===== src/rtl/axi_wr_rsp_gen.sv =====
// AXI slave write-response generator: pairs queued AW IDs with WLAST status in arrival order and drives the B channel.
// Optional AXI_WR_RSP_STATS_EN adds saturating response/error counters (rsp_cnt, err_cnt).
module axi_wr_rsp_gen #(
  parameter int DEPTH  = 4,
  parameter int ID_W   = 1,
  parameter int USER_W = 1
) (
  input  logic              clk,
  input  logic              rst,
  input  logic              aw_fire,
  input  logic [ID_W-1:0]   aw_id,
  input  logic [USER_W-1:0] aw_user,
  output logic              aw_full,
  input  logic              w_last_fire,
  input  logic              w_err,
  output logic              w_full,
  output logic              bvalid,
  input  logic              bready,
  output logic [ID_W-1:0]   bid,
  output logic              bresp,
  output logic [USER_W-1:0] buser
`ifdef AXI_WR_RSP_STATS_EN
  ,
  output logic [15:0]       rsp_cnt,
  output logic [15:0]       err_cnt
`endif
);

  localparam int PW = $clog2(DEPTH);
  localparam int CW = $clog2(DEPTH + 1);
  localparam int IW = ID_W + USER_W;
  localparam logic [CW-1:0] FULL_C = CW'(DEPTH);

  // B handshake: a response transfers on a clock edge where bvalid && bready;
  // once bvalid rises, bid/bresp/buser stay frozen until that transfer.
  typedef enum logic {IDLE, VALID} state_t;
  state_t state, state_nxt;

  logic [IW-1:0] idq_mem [DEPTH];
  logic [PW-1:0] idq_wr, idq_rd;
  logic [CW-1:0] idq_cnt;
  logic          stq_mem [DEPTH];
  logic [PW-1:0] stq_wr, stq_rd;
  logic [CW-1:0] stq_cnt;

  logic          id_push, st_push, pop, both_avail;
  logic [IW-1:0] id_head;

  // Full flags decode registered counts, so a pop in the same cycle never frees a slot early.
  assign aw_full    = (idq_cnt == FULL_C);
  assign w_full     = (stq_cnt == FULL_C);
  assign id_push    = aw_fire && !aw_full;
  assign st_push    = w_last_fire && !w_full;
  assign both_avail = (idq_cnt != '0) && (stq_cnt != '0);
  assign id_head    = idq_mem[idq_rd];
  assign bvalid     = (state == VALID);

  always_ff @(posedge clk) begin
    if (id_push) idq_mem[idq_wr] <= {aw_id, aw_user};
    if (st_push) stq_mem[stq_wr] <= w_err;
  end

  always_ff @(posedge clk) begin
    if (rst) begin
      idq_wr  <= '0;
      idq_rd  <= '0;
      idq_cnt <= '0;
      stq_wr  <= '0;
      stq_rd  <= '0;
      stq_cnt <= '0;
    end else begin
      if (id_push) idq_wr <= idq_wr + PW'(1);
      if (st_push) stq_wr <= stq_wr + PW'(1);
      if (pop) begin
        idq_rd <= idq_rd + PW'(1);
        stq_rd <= stq_rd + PW'(1);
      end
      case ({id_push, pop})
        2'b10:   idq_cnt <= idq_cnt + CW'(1);
        2'b01:   idq_cnt <= idq_cnt - CW'(1);
        default: idq_cnt <= idq_cnt;
      endcase
      case ({st_push, pop})
        2'b10:   stq_cnt <= stq_cnt + CW'(1);
        2'b01:   stq_cnt <= stq_cnt - CW'(1);
        default: stq_cnt <= stq_cnt;
      endcase
    end
  end

  always_ff @(posedge clk) begin
    if (rst) state <= IDLE;
    else     state <= state_nxt;
  end

  // bready only steers the pop/next-state decision; every B output comes from a register.
  always_comb begin
    state_nxt = state;
    pop       = 1'b0;
    case (state)
      IDLE: begin
        if (both_avail) begin
          pop       = 1'b1;
          state_nxt = VALID;
        end
      end
      VALID: begin
        if (bready) begin
          if (both_avail) pop = 1'b1;
          else            state_nxt = IDLE;
        end
      end
      default: state_nxt = IDLE;
    endcase
  end

  always_ff @(posedge clk) begin
    if (rst) begin
      bid   <= '0;
      buser <= '0;
      bresp <= 1'b0;
    end else if (pop) begin
      bid   <= id_head[IW-1:USER_W];
      buser <= id_head[USER_W-1:0];
      bresp <= stq_mem[stq_rd];
    end
  end

`ifdef AXI_WR_RSP_STATS_EN
  always_ff @(posedge clk) begin
    if (rst) begin
      rsp_cnt <= '0;
      err_cnt <= '0;
    end else if (bvalid && bready) begin
      if (rsp_cnt != 16'hFFFF) rsp_cnt <= rsp_cnt + 16'd1;
      if (bresp && (err_cnt != 16'hFFFF)) err_cnt <= err_cnt + 16'd1;
    end
  end
`endif

endmodule


===== config.mk =====
export PLATFORM = sky130hd
export DESIGN_NAME = axi_wr_rsp_gen
export DESIGN_NICKNAME = d
export VERILOG_FILES = /design/src/rtl/axi_wr_rsp_gen.sv
export SDC_FILE = /design/constraint.sdc
export NUM_CORES = 1
export LEC_CHECK = 0
export BUFFER_PORTS_ARGS = -buffer_cell sky130_fd_sc_hd__buf_2
export CELL_PAD_IN_SITES_DETAIL_PLACEMENT = 1
export CELL_PAD_IN_SITES_GLOBAL_PLACEMENT = 2
export CORE_MARGIN = 4
export CORE_UTILIZATION = 39
export CTS_CLUSTER_DIAMETER = 60
export DETAILED_ROUTE_END_ITERATION = 12
export PLACE_DENSITY_LB_ADDON = 0.1
export SETUP_SLACK_MARGIN = 0.05
export SYNTH_ARGS = -nofsm -noshare
export SYNTH_HDL_FRONTEND = slang
export SYNTH_SLANG_ARGS = --single-unit

===== constraint.sdc =====
create_clock -name clk -period 5.44 [get_ports clk]
set_input_delay 0.816 -clock clk [delete_from_list [all_inputs] [get_ports clk]]
set_output_delay 0.816 -clock clk [all_outputs]
set_load 0.1 [all_outputs]

==> metrics.log <==
INFO  metric crit_path_start_kind = register
INFO  metric pin_count_of_the_biggest_net_entering_global_routing = 23
INFO  metric number_of_global_route_vias_before_repair = 1,113
INFO  metric number_of_clock_sinks = 30
INFO  metric hold_path_startpoint = buser
INFO  metric ioPinCount = 14
INFO  metric timing.critical_path.slowest_cell_delay = 490 ps
INFO  metric crit-reg2reg-launch = stq_cnt[2]
INFO  metric max-clock-path-buffers = 2
INFO  metric power_per_cell_area = 516 nW/um^2
INFO  metric hold_path.class = register to register
INFO  metric rows = 22
INFO  metric drv.max_cap_violation_count = 0
INFO  metric drtPass1Iterations = 3
INFO  metric outcome = complete, no violations
INFO  metric worstHoldEndpoint = buser
INFO  metric design.die.area = 4860 sq um
INFO  metric detailedPlacementHpwl = 2.18 mm
INFO  metric worstSkewPairLatency = 270 ps
INFO  metric syn_avg_cell_area = 10.8 sq um
INFO  metric cts-htree-levels = 2
INFO  metric cts_buffers = 5
INFO  metric clkSlewWorstSetupHoldPaths = 60 ps
INFO  metric cp.buffers_inverters = 2
INFO  metric finalClockSkew = 6.33 ps
INFO  metric antenna_violations_before_repair = 0
INFO  metric data_required_time_at_the_worst_endpoint = 4620 ps
INFO  metric postSynthNetCount = 157
INFO  metric ys.warnings.count = 0
INFO  metric syn_to_final_growth = 12.7%
INFO  metric drt_iter0_markers = 34
INFO  metric postSynthCellCount = 137
INFO  metric timing.critical_path.to_type = output pin
INFO  metric starting_density_of_the_core = 40.6%
INFO  metric worst_hold_path.num_cells = 2
INFO  metric final.min_clock_period = 2510 ps
INFO  metric worst_slew_margin_rel = 67.8%
INFO  metric drc = 0
INFO  metric r2r_setup_slack = 3040 ps
INFO  metric synthesis_stage_register_bit_count = 30
INFO  metric final_hold_violating_endpoints = 0
INFO  metric sequential_fraction_of_the_synthesis_area = 48.5%
INFO  metric r2r_end = stq_cnt[2]
INFO  metric leakagePower = 0.701 nW
INFO  metric grt-ovfl-total = 0
INFO  metric groute.usage.overall = 13.1%
INFO  metric via_to_cell_ratio = 5.08
INFO  metric worstPathArrival = 1700 ps
INFO  metric clock_tree.root_cell = clkbuf_8
INFO  metric die_height = 69.7 um
INFO  metric cpMaxStageDelayCell = or3b_1
INFO  metric ctsResizeCount = 0
INFO  metric num-fill-cells = 404
INFO  metric final_nets = 171
INFO  metric layout-drive-gt1-share = 19.7%
INFO  metric placement.cell_area = 1580 sq um
INFO  metric setup_tns = 0 ps
INFO  metric place.gp.congestion = 0.776
INFO  metric critPathTopFamily = buffers and inverters
INFO  metric number_of_i_o_port_buffers = 13
INFO  metric final_antenna_net_count = 0
INFO  metric achievable-frequency = 0.398 GHz
INFO  metric regArea = 721 sq um
INFO  metric finalMaxSlewViolations = 0
INFO  metric fin_area = 1680 sq um
INFO  metric wl_per_cell = 14.0 um
INFO  metric cts_hold_repair.buffers = 0
INFO  metric timing_worst_slew_pin_value = 487 ps
INFO  metric post_cts_setup_repair_buffer_count = 0
INFO  metric core_area = 3660 sq um
INFO  metric post_synth_instance_area = 1490 sq um
INFO  metric crit_path_max_fanout = 7
INFO  metric die-width = 69.7 um
INFO  metric layout_worst_path_cycle_share = 46.2%
INFO  metric grt_first_pass_wirelength = 5.05 mm
INFO  metric route.final.wire_length = 2.81 mm
INFO  metric cts_tree = yes
INFO  metric multiInputGateArea = 687 sq um
INFO  metric ff2ff_path_depth = 10
INFO  metric final_setup_violation_count = 0
INFO  metric worstSetupPathType = register to output pin
INFO  metric number_of_distinct_library_cells_after_synthesis = 27
INFO  metric vias = 1,016
INFO  metric unrepaired_setup_endpoints_after_global_routing = no
INFO  metric vdd_drop_max = 189 uV
INFO  metric critical_path.cell_chain = or3b_1 > clkinv_2 > buf_2
INFO  metric antenna_cells = 0
## state kept, by name, indices dropped and copies added (netlist names), 2 cells and up
register and cells:
stq_rd 2, stq_wr 2, idq_mem 8, stq_mem 4, idq_rd 2, idq_cnt 3, idq_wr 2, stq_cnt 3
## metal layers
layer	vias to the layer above	global-route usage, %	share of wire [%]
met5	-	0	0
met4	0	3.83	0.93
met3	5	4.35	3.9
met2	14	22.7	50
met1	489	15.3	45
li1	508	-	-
## synth_stat cells
library cell / n / area [sq um]
nor3_2: 3 / 30.0
nor2b_1: 5 / 31.3
clkinv_2: 2 / 10.0
mux2_2: 2 / 22.5
a21oi_1: 11 / 55.1
nand2b_1: 1 / 6.26
xnor2_1: 1 / 8.76
or3_1: 4 / 25.0
ha_1: 10 / 125
dfxtp_1: 18 / 360
o21ai_0: 3 / 15.0
edfxtp_1: 12 / 360
mux2i_1: 1 / 10.0
nor2_1: 12 / 45.0
o21ai_1: 3 / 15.0
buf_2: 4 / 20.0
fa_1: 2 / 40.0
and3_1: 8 / 50.1
nand4_1: 5 / 31.3
nand3_1: 4 / 20.0
mux2_1: 2 / 22.5
mux4_2: 3 / 67.6
inv_1: 11 / 41.3
or3b_1: 2 / 17.5
xor2_1: 3 / 26.3
o31ai_1: 3 / 22.5
clkbuf_1: 2 / 7.51
## worst max path at each step
stage,start,endpoint,slack [ps],cells past startpoint
2_1_floorplan,bvalid,idq_cnt[2],2800,7
3_3_place_gp,bready,idq_cnt[2],2830,8
3_5_place_dp,bready,idq_cnt[2],2760,8
4_1_cts,stq_cnt[2],w_full,2900,3
5_1_grt,stq_cnt[2],w_full,2830,3
6_report,stq_cnt[2],w_full,2930,3
## tightest hold or removal path, cell delays in order (launching register included)
cell and delay (ps):
dfxtp_1 310, o31ai_1 60, a21oi_1 60
## cell usage in the layout (no fill, tap or decap), types with 4 or more instances in the layout
| master | synthesis | layout |
|---|---|---|
| ha_1 | 10 | 10 |
| clkbuf_8 | 0 | 6 |
| nand4_1 | 5 | 5 |
| nand3_1 | 4 | 4 |
| a21oi_1 | 11 | 11 |
| buf_2 | 4 | 13 |
| dfxtp_1 | 18 | 18 |
| or3_1 | 4 | 4 |
| edfxtp_1 | 12 | 12 |
| inv_1 | 11 | 11 |
| and3_1 | 8 | 8 |
| nor2b_1 | 5 | 5 |
| nor2_1 | 12 | 12 |
## metrics by stage
stage	total power [W]	utilization (%)	std cells	setup WS [ps]	hold slack, ps
2_1_floorplan	0.000627	-	137	2800	484
3_3_place_gp	0.000683	43.3	192	2830	460
3_5_place_dp	0.000695	43.3	192	2760	468
4_1_cts	0.000879	45.8	200	2900	477
5_1_grt	0.000934	45.8	200	2830	512
6_report	0.000864	45.8	200	2930	471
## logic make-up (layout without fill, tap and decap cells)
kind of cell / count (synthesis) / count (layout) / share of synthesized area, %
xor gates and xnor gates: 4 / 4 / 2.36
buffers and inverters: 19 / 34 / 5.30
AOI/OAI and AO/OA: 20 / 20 / 7.24
and+or+nand+nor: 44 / 44 / 17.3
DFF: 30 / 30 / 48.5
adders and majority gates: 12 / 12 / 11.1
muxes: 8 / 8 / 8.25
## where the power goes
part           total [W]  internal (W)  switching (W)
logic           0.000362      0.000120       0.000242
clock network   0.000178      0.000102      0.0000763
registers       0.000324      0.000280      0.0000440
total           0.000864      0.000502       0.000362
## final cells by class
cell class              instances  area share (%)
clock inverters                 1           0.299
flip-flops and latches         30            43.0
inverters                      13            3.06
repair buffers                 13            3.88
well taps                      48            3.58
multi-input cells              88            41.0
clock buffers                   7            5.15
No activity file was read; power rests on OpenSTA's default activity.
